## config.mk

```make
export PLATFORM = sky130hd
export DESIGN_NAME = ks_stream_accumulator
export DESIGN_NICKNAME = d
export VERILOG_FILES = /design/src/rtl/ks_stream_accumulator_pkg.sv /design/src/rtl/ks_stream_accumulator_kogge_stone.sv /design/src/rtl/ks_stream_accumulator.sv
export SDC_FILE = /design/constraint.sdc
export NUM_CORES = 1
export LEC_CHECK = 0
export ABC_AREA = 0
export BUFFER_PORTS_ARGS = -buffer_cell sky130_fd_sc_hd__buf_2
export CORE_MARGIN = 2
export CORE_UTILIZATION = 52
export DETAILED_ROUTE_END_ITERATION = 8
export GPL_ROUTABILITY_DRIVEN = 0
export GPL_TIMING_DRIVEN = 0
export PLACE_DENSITY = 0.81
export SLEW_MARGIN = 20
export SYNTH_ARGS = -nofsm -noshare
export SYNTH_HDL_FRONTEND = slang
export SYNTH_SLANG_ARGS = --single-unit
```

## constraint.sdc

```tcl
create_clock -name clk -period 2.05 [get_ports clk]
set_input_delay 0 -clock clk [delete_from_list [all_inputs] [get_ports clk]]
set_output_delay 0 -clock clk [all_outputs]
set_load 0.02 [all_outputs]
```

## src/rtl/ks_stream_accumulator_pkg.sv

```systemverilog
// Shared definitions for the ks_* stream blocks: data width, default counter width
// and the accumulator FSM state encoding.
package ks_stream_accumulator_pkg;

    localparam int DATA_W          = 16;
    localparam int DEFAULT_COUNT_W = 8;

    typedef enum logic {
        ST_ACCUM = 1'b0,
        ST_HOLD  = 1'b1
    } state_t;

endpackage

```

## src/rtl/ks_stream_accumulator_kogge_stone.sv

```systemverilog
// 16-bit Kogge-Stone parallel-prefix adder without carry-in.
// Produces the sum and the carry out of bit 15.
module Kogge_Stone
    import ks_stream_accumulator_pkg::*;
(
    input  logic [DATA_W-1:0] a,
    input  logic [DATA_W-1:0] b,
    output logic [DATA_W-1:0] s,
    output logic              carry
);

    localparam int STAGES = $clog2(DATA_W);

    logic [STAGES:0][DATA_W-1:0] g;
    logic [STAGES:0][DATA_W-1:0] p;

    // Each stage doubles the span of the group generate/propagate; the low bits
    // that have no partner at this distance pass through unchanged.
    always_comb begin
        g[0] = a & b;
        p[0] = a ^ b;
        for (int k = 0; k < STAGES; k++) begin
            g[k+1] = g[k] | (p[k] & (g[k] << (1 << k)));
            p[k+1] = p[k] & ((p[k] << (1 << k)) | DATA_W'((1 << (1 << k)) - 1));
        end
    end

    assign s     = p[0] ^ {g[STAGES][DATA_W-2:0], 1'b0};
    assign carry = g[STAGES][DATA_W-1];

endmodule

```

## src/rtl/ks_stream_accumulator.sv

```systemverilog
// Packet accumulator: sums 16-bit words through the Kogge-Stone adder and emits one
// result per packet (sum mod 2^16, saturating carry count, saturating word count).
module ks_stream_accumulator
    import ks_stream_accumulator_pkg::*;
#(
    parameter int COUNT_W = DEFAULT_COUNT_W
) (
    input  logic               clk,
    input  logic               rst,
    input  logic               in_valid,
    output logic               in_ready,
    input  logic [DATA_W-1:0]  in_data,
    input  logic               in_last,
    output logic               out_valid,
    input  logic               out_ready,
    output logic [DATA_W-1:0]  out_sum,
    output logic [COUNT_W-1:0] out_ovf_count,
    output logic [COUNT_W-1:0] out_word_count
);

    state_t             state;
    logic [DATA_W-1:0]  acc;
    logic [COUNT_W-1:0] ovf;
    logic [COUNT_W-1:0] cnt;
    logic [DATA_W-1:0]  sum_s;
    logic               carry;

    localparam logic [COUNT_W-1:0] CNT_ONE = {{(COUNT_W-1){1'b0}}, 1'b1};

    function automatic logic [COUNT_W-1:0] sat_inc(input logic [COUNT_W-1:0] v,
                                                   input logic en);
        return (en && (v != '1)) ? v + CNT_ONE : v;
    endfunction

    Kogge_Stone u_adder (
        .a     (acc),
        .b     (in_data),
        .s     (sum_s),
        .carry (carry)
    );

    // in_ready and out_valid are registered alongside the state so both handshakes
    // come straight from flops; the last beat folds its own carry and count into
    // the result while the running registers clear for the next packet.
    always_ff @(posedge clk or posedge rst) begin
        if (rst) begin
            state          <= ST_ACCUM;
            acc            <= '0;
            ovf            <= '0;
            cnt            <= '0;
            in_ready       <= 1'b1;
            out_valid      <= 1'b0;
            out_sum        <= '0;
            out_ovf_count  <= '0;
            out_word_count <= '0;
        end else if (state == ST_ACCUM) begin
            if (in_valid && in_ready) begin
                if (in_last) begin
                    out_sum        <= sum_s;
                    out_ovf_count  <= sat_inc(ovf, carry);
                    out_word_count <= sat_inc(cnt, 1'b1);
                    acc            <= '0;
                    ovf            <= '0;
                    cnt            <= '0;
                    state          <= ST_HOLD;
                    in_ready       <= 1'b0;
                    out_valid      <= 1'b1;
                end else begin
                    acc <= sum_s;
                    ovf <= sat_inc(ovf, carry);
                    cnt <= sat_inc(cnt, 1'b1);
                end
            end
        end else begin
            if (out_valid && out_ready) begin
                state     <= ST_ACCUM;
                in_ready  <= 1'b1;
                out_valid <= 1'b0;
            end
        end
    end

endmodule

```

Word level (Yosys, flattened, before mapping). Index checks and enable logic that the tools add are counted.

Memory bits (read-only): 0. Word-level logic and storage cells: 54. Memories kept: 0. Memory bits (writable): 0. Input port bits: 21. Bits in latches: 0. Output and inout bits: 34. Register bits: 67.

Shifts and indexed selects: 0. Reductions and logical operators: 8. Magnitude comparators: 0. Div/mod/pow operators: 0. Add/subtract/negate cells: 2. Muxes and demuxes: 17. Multiply operators: 0. Equal/unequal tests: 3. Bitwise gates (word level): 15.

Operator list (number): $and A16 B16 Y16 (8); $or A16 B16 Y16 (4); $mux W8 (4); $xor A16 B16 Y16 (2); $add A8 B1 Y8 const B (2); $mux W16 (1); $ne A8 B8 Y1 const B (2); $mux W1 (12); $reduce_and A3 Y1 (2); $reduce_bool A2 Y1 (2); $logic_and A1 B1 Y1 (3); $ne A2 B1 Y1 const B (1); $reduce_and A2 Y1 (1); $not A1 Y1 (1).

Longest topological paths before layout.
Depth after elaboration: 12. Depth in mapped cells: 9. Depth with buffers taken out: 8.

By module. From an unflattened synthesis, not the netlist that was laid out.

Cells, all modules: 403. Area, all modules: 3849.9 um2.

Modules (own cells, without submodules): ks_stream_accumulator (times used 1, area each 3080.5 um2, seq. area each 1677.9 um2, cells each 301); Kogge_Stone (times used 1, area each 769.5 um2, seq. area each 0.0 um2, cells each 102).

Least setup slack after synthesis. OpenSTA, ideal clock, no wires.

Kind: reg-to-reg. From: register acc[0]. To: register ovf[7]. Setup time: 0.069 ns. Cell stages (with the launch flop): 9. Clock period less this slack: 2.216 ns. Data required time: 1.981 ns. Path slack: -0.166 ns. Arrival time: 2.147 ns. Path buffers: 0. Cell sequence: dfrtp_1 -> ha_1 -> fa_1 -> nand3_2 -> nand2_2 -> a41oi_2 -> o41a_1 -> or4_1 -> nand3_1.

Longest elaborated chain between the ends: 12.

Ends and longest elaborated chain: start: declaration (line ks_stream_accumulator.sv:22) `logic [DATA_W-1:0] acc;`; start signal: assignment (line ks_stream_accumulator.sv:69) `acc <= sum_s;`; $and A16 B16 Y16 (line ks_stream_accumulator_kogge_stone.sv:20) `g[0] = a & b;`; $and A16 B16 Y16 (line ks_stream_accumulator_kogge_stone.sv:23) `g[k+1] = g[k] | (p[k] & (g[k] << (1 << k)));`; $or A16 B16 Y16 (line ks_stream_accumulator_kogge_stone.sv:23); $and A16 B16 Y16 (line ks_stream_accumulator_kogge_stone.sv:23); $or A16 B16 Y16 (line ks_stream_accumulator_kogge_stone.sv:23); $and A16 B16 Y16 (line ks_stream_accumulator_kogge_stone.sv:23); $or A16 B16 Y16 (line ks_stream_accumulator_kogge_stone.sv:23); $and A16 B16 Y16 (line ks_stream_accumulator_kogge_stone.sv:23); $or A16 B16 Y16 (line ks_stream_accumulator_kogge_stone.sv:23); $logic_and A1 B1 Y1 (line ks_stream_accumulator.sv:32) `return (en && (v != '1)) ? v + CNT_ONE : v;`; $mux W8 (2 in a row); end signal: assignment (line ks_stream_accumulator.sv:70) `ovf <= sat_inc(ovf, carry);`; end: declaration (line ks_stream_accumulator.sv:23) `logic [COUNT_W-1:0] ovf;`.

Every way passes these cells. A chain may end at the register's enable or synchronous reset.

Worst setup path in the final report.
From: register acc[7]. To: register ovf[7].

Longest elaborated chain between the ends: 10. Elaborated cells between the ends (all ways): 15. Classes of those cells: mux: 2; bitwise: 12; reduce/logical: 1.

Ends and longest elaborated chain: $xor A16 B16 Y16 (line ks_stream_accumulator_kogge_stone.sv:21) `p[0] = a ^ b;`; $and A16 B16 Y16, on equally long branches (line ks_stream_accumulator_kogge_stone.sv:23, ks_stream_accumulator_kogge_stone.sv:24); $or A16 B16 Y16 (tied with other cells) (line ks_stream_accumulator_kogge_stone.sv:23); $or A16 B16 Y16 / $and A16 B16 Y16 (equally long branches) (line ks_stream_accumulator_kogge_stone.sv:23); $or A16 B16 Y16 * (line ks_stream_accumulator_kogge_stone.sv:23); $and A16 B16 Y16 * (line ks_stream_accumulator_kogge_stone.sv:23); $or A16 B16 Y16 * (line ks_stream_accumulator_kogge_stone.sv:23); $logic_and A1 B1 Y1 * (line ks_stream_accumulator.sv:32); $mux W8 * (2 in a row).

Every way passes the cells marked *; elsewhere a longest branch is shown, timed or not.

==> run_results.csv <==
group,metric,value,unit
job,maxCapViolations,0,
outcome,status,"complete, but fails checks",
floorplan,io_pins,55,
cts,clkLatencyLatePin,0.36,ns
setup_path,end_kind,"flip-flop",
sta,tightest_slew,0.6293,ns
pwr,share_seq_of_total_power,49.2,%
cts,clockRootBuffer,"clkbuf_8",
sta,period_needed,2.323,ns
cts,cts-buffers-inserted,9,
yosys,ys_ff_latch,67,
cts,h-tree-depth,3,
yosys,synth_flop_cell,"dfrtp_1",
detailed_routing,wirelength,10800,um
outcome,violations,"setup timing",
setup_path,path_delay_family,"simple AND/OR/NAND/NOR gates",
detailed_routing,vias,3633,
pwr,power_frac_clock,44.1,%
yosys,syn_nets,447,
floorplan,die_area,8008,um2
cts,cts_buffer_depth,2,
sta,finalClockSkew,0.01200,ns
pwr,combPwrFrac,6.7,%
yosys,synth.distinct_cells,53,
detailed_routing,viasPerCell,6.055,
detailed_routing,wl_per_cell,18.00,um
floorplan,core,7176,um2
cts,clk_pin_slew_worst_paths,0.08,ns
sta,max_freq,0.4305,GHz
setup_path,required,2.34,ns
pwr,intPower,2.020,mW
cells_and_area,fillers,588,
sta,setup_viol,22,
detailed_routing,drc,0,
sta,hold_violations,0,
global_route,antenna_found_initial,0,
setup_path,worstPathMaxFanout,4,
detailed_routing,firstDrtPassIters,5,
pwr,ir_drop,0.0003952,V
yosys,seq_area_frac_synth,44.16,%
setup_path,crit_path_max_incr_delay,0.49,ns
global_route,grt_use_total,27.55,%
pwr,leakage,2.357,nW
place,post-dp-hpwl,6831,um
setup_path,start_kind,"flip-flop",
setup_path,path_buf_inv,1,
cells_and_area,syn_to_final_growth,29.24,%
sta,period_share,113.3,%
cells_and_area,fin_util,68.44,%
cts,cts_tree,"done",
yosys,yosysWarnings,0,
setup_path,crit_chain,"ha_4 -> and2_4 -> a21bo_1 -> a41oi_4 -> buf_4 -> o41a_1 -> or4_1 -> nand3_1",
global_route,grt_pass1_vias,3504,
yosys,syn_area_per_cell,9.336,um2
sta,setup_ws,-0.2729,ns
pwr,switching_share,24.74,%
hold_path,hold_class,"in -> reg",
global_route,grt_overflow,0,
global_route,grt_pass1_wl,16640,um
yosys,syn_inst,407,
cells_and_area,num-nets-final,536,
yosys,ys_async_sr_fraction,100.0,%
setup_path,rrSetupSlack,-0.27,ns
pwr,power_density,546.4,nW/um2
setup_path,critPathKind,"reg -> reg",
cells_and_area,drive_gt1_share,32.53,%
cells_and_area,antenna_cells,0,
pwr,netSwitchingPower,663.8,uW
sta,drv_slew,0,
detailed_routing,first_iter_violations,241,
floorplan,initial_core_util,52.96,%
setup_path,arrival,2.61,ns
setup_path,slowest_stage,"or4_1",
pwr,fin_total_pwr,2.684,mW
sta,slew_headroom,58.05,%
cts,cts.sinks,67,
sta,rsz0062_at_grt,"yes",
place,io_buffers,54,
floorplan,die_x,89.49,um
yosys,syn_area,3800,um2
detailed_routing,ant_nets,0,
yosys,synth_edf_count,0,
floorplan,die_h,89.49,um
floorplan,std_cell_rows,31,
global_route,grt_start_max_net_pins,39,
kinds of logic (layout without fill, tap and decap cells):
group	after synthesis	count (layout)	synth area share, %
flops	67	67	44.16
xor+xnor	13	13	2.996
mux	9	9	2.634
compound gates	123	124	21.90
buf+inv	24	117	3.292
fa+ha+maj	19	19	6.454
simple gates	152	152	18.57
worst register-to-register path, cell delays in order, from the launching register on:
cell and delay (ns):
dfrtp_1 0.42, ha_4 0.31, and2_4 0.17, a21bo_1 0.16, a41oi_4 0.07, buf_4 0.18
o41a_1 0.35, or4_1 0.49, nand3_1 0.10
cell usage in the layout (no fill, tap or decap), types with 7 or more instances in the layout:
cell type	n
dfrtp_1	65
nand2_1	67
clkbuf_1	8
o21ai_0	20
a31oi_1	8
o21ai_1	11
buf_4	19
a22o_1	11
nor2_1	27
buf_2	54
a21o_1	7
nand3_1	19
clkbuf_8	13
ha_4	7
mux2_2	8
a21oi_1	17
flip-flops by register name (all words and copies together) (netlist names):
| name | count |
|---|---|
| out_ovf_count | 8 |
| out_valid | 1 |
| state | 1 |
| acc | 16 |
| out_sum | 16 |
| ovf | 8 |
| cnt | 8 |
| in_ready | 1 |
| out_word_count | 8 |
power by group through the flow:
stage / Sequential [mW] / Clock [mW] / Combinational [mW]
6_report: 1.32 / 1.18 / 0.180
5_1_grt: 1.32 / 1.24 / 0.196
4_1_cts: 1.32 / 1.19 / 0.167
3_5_place_dp: 1.35 / 0 / 0.147
3_3_place_gp: 1.35 / 0 / 0.137
2_1_floorplan: 1.35 / 0 / 0.0899
path summary, 6_finish.rpt:
| check | from | end | cells after the start |
|---|---|---|---|
| max in group asynchronous | rst | ovf[6]$_DFFE_PP0P_ | 4 |
| min in group asynchronous | rst | acc[4]$_DFFE_PP0P_ | 3 |
| worst max-delay path | acc[7]$_DFFE_PP0P_ | ovf[7]$_DFFE_PP0P_ | 8 |
| worst min-delay path | in_last | ovf[5]$_DFFE_PP0P_ | 3 |
| worst min register to register | out_sum[2]$_DFFE_PP0P_ | out_sum[2]$_DFFE_PP0P_ | 2 |
| worst max register to register | acc[7]$_DFFE_PP0P_ | ovf[7]$_DFFE_PP0P_ | 8 |
repair_timing:
item	CTS	global route
pin swaps	23	23
buffers inserted	15	6
cloned	2	0
hold endpoints to repair	33	0
hold buffers	3	0
resized for setup	33	28
setup endpoints to repair	37	35
stage by stage:
| stage | worst slack, ns | hold slack, ns | std cells | setup TNS, ns | area, um2 |
|---|---|---|---|---|---|
| 6_report | -0.2729 | 0.01745 | 600 | -4.248 | 4911 |
| 2_1_floorplan | -0.05153 | 0.1703 | 407 | -0.1145 | 3867 |
| 3_3_place_gp | -0.4454 | 0.2879 | 560 | -34.96 | 4262 |
| 4_1_cts | -0.2077 | 0.007702 | 595 | -3.154 | 4766 |
| 3_5_place_dp | -0.4338 | 0.02505 | 561 | -7.384 | 4284 |
| 5_1_grt | -0.3414 | 0.03756 | 600 | -5.959 | 4911 |
cell usage after synthesis (all sizes together), types with 6 or more instances:
library cell / instances / area share (%)
a21o: 7 / 1.4
o211ai: 6 / 1.2
nand3: 21 / 2.9
clkbuf: 14 / 1.9
o21ai: 36 / 4.7
xor2: 7 / 1.6
nor2: 30 / 3.0
dfrtp: 66 / 43
a41oi: 6 / 1.6
xnor2: 6 / 1.4
ha: 18 / 5.9
a22o: 11 / 2.5
a31oi: 8 / 1.3
a21oi: 23 / 3.0
mux2: 8 / 2.4
inv: 6 / 0.59
nand2: 69 / 6.9
layout make-up:
class | count | area (um2) | area share [%]
multi-input combinational | 317 | 2278 | 46.40
sequential | 67 | 1679 | 34.19
timing repair buffer | 79 | 485.5 | 9.885
clock buffer | 11 | 151.4 | 3.083
tap | 99 | 123.9 | 2.522
buffer | 16 | 106.4 | 2.166
clock inverter | 5 | 61.31 | 1.248
inverter | 6 | 25.02 | 0.5096
metal layers:
metal  up-vias  routed length [um]  track usage, %
met1      1755                4237           34.35
met4         0                 286           13.57
met3        31                 682           3.416
met2       168                5595           47.14
met5         -                   0               0
li1       1679                   -               -
Note: power is estimated with default switching activity, not from simulation.
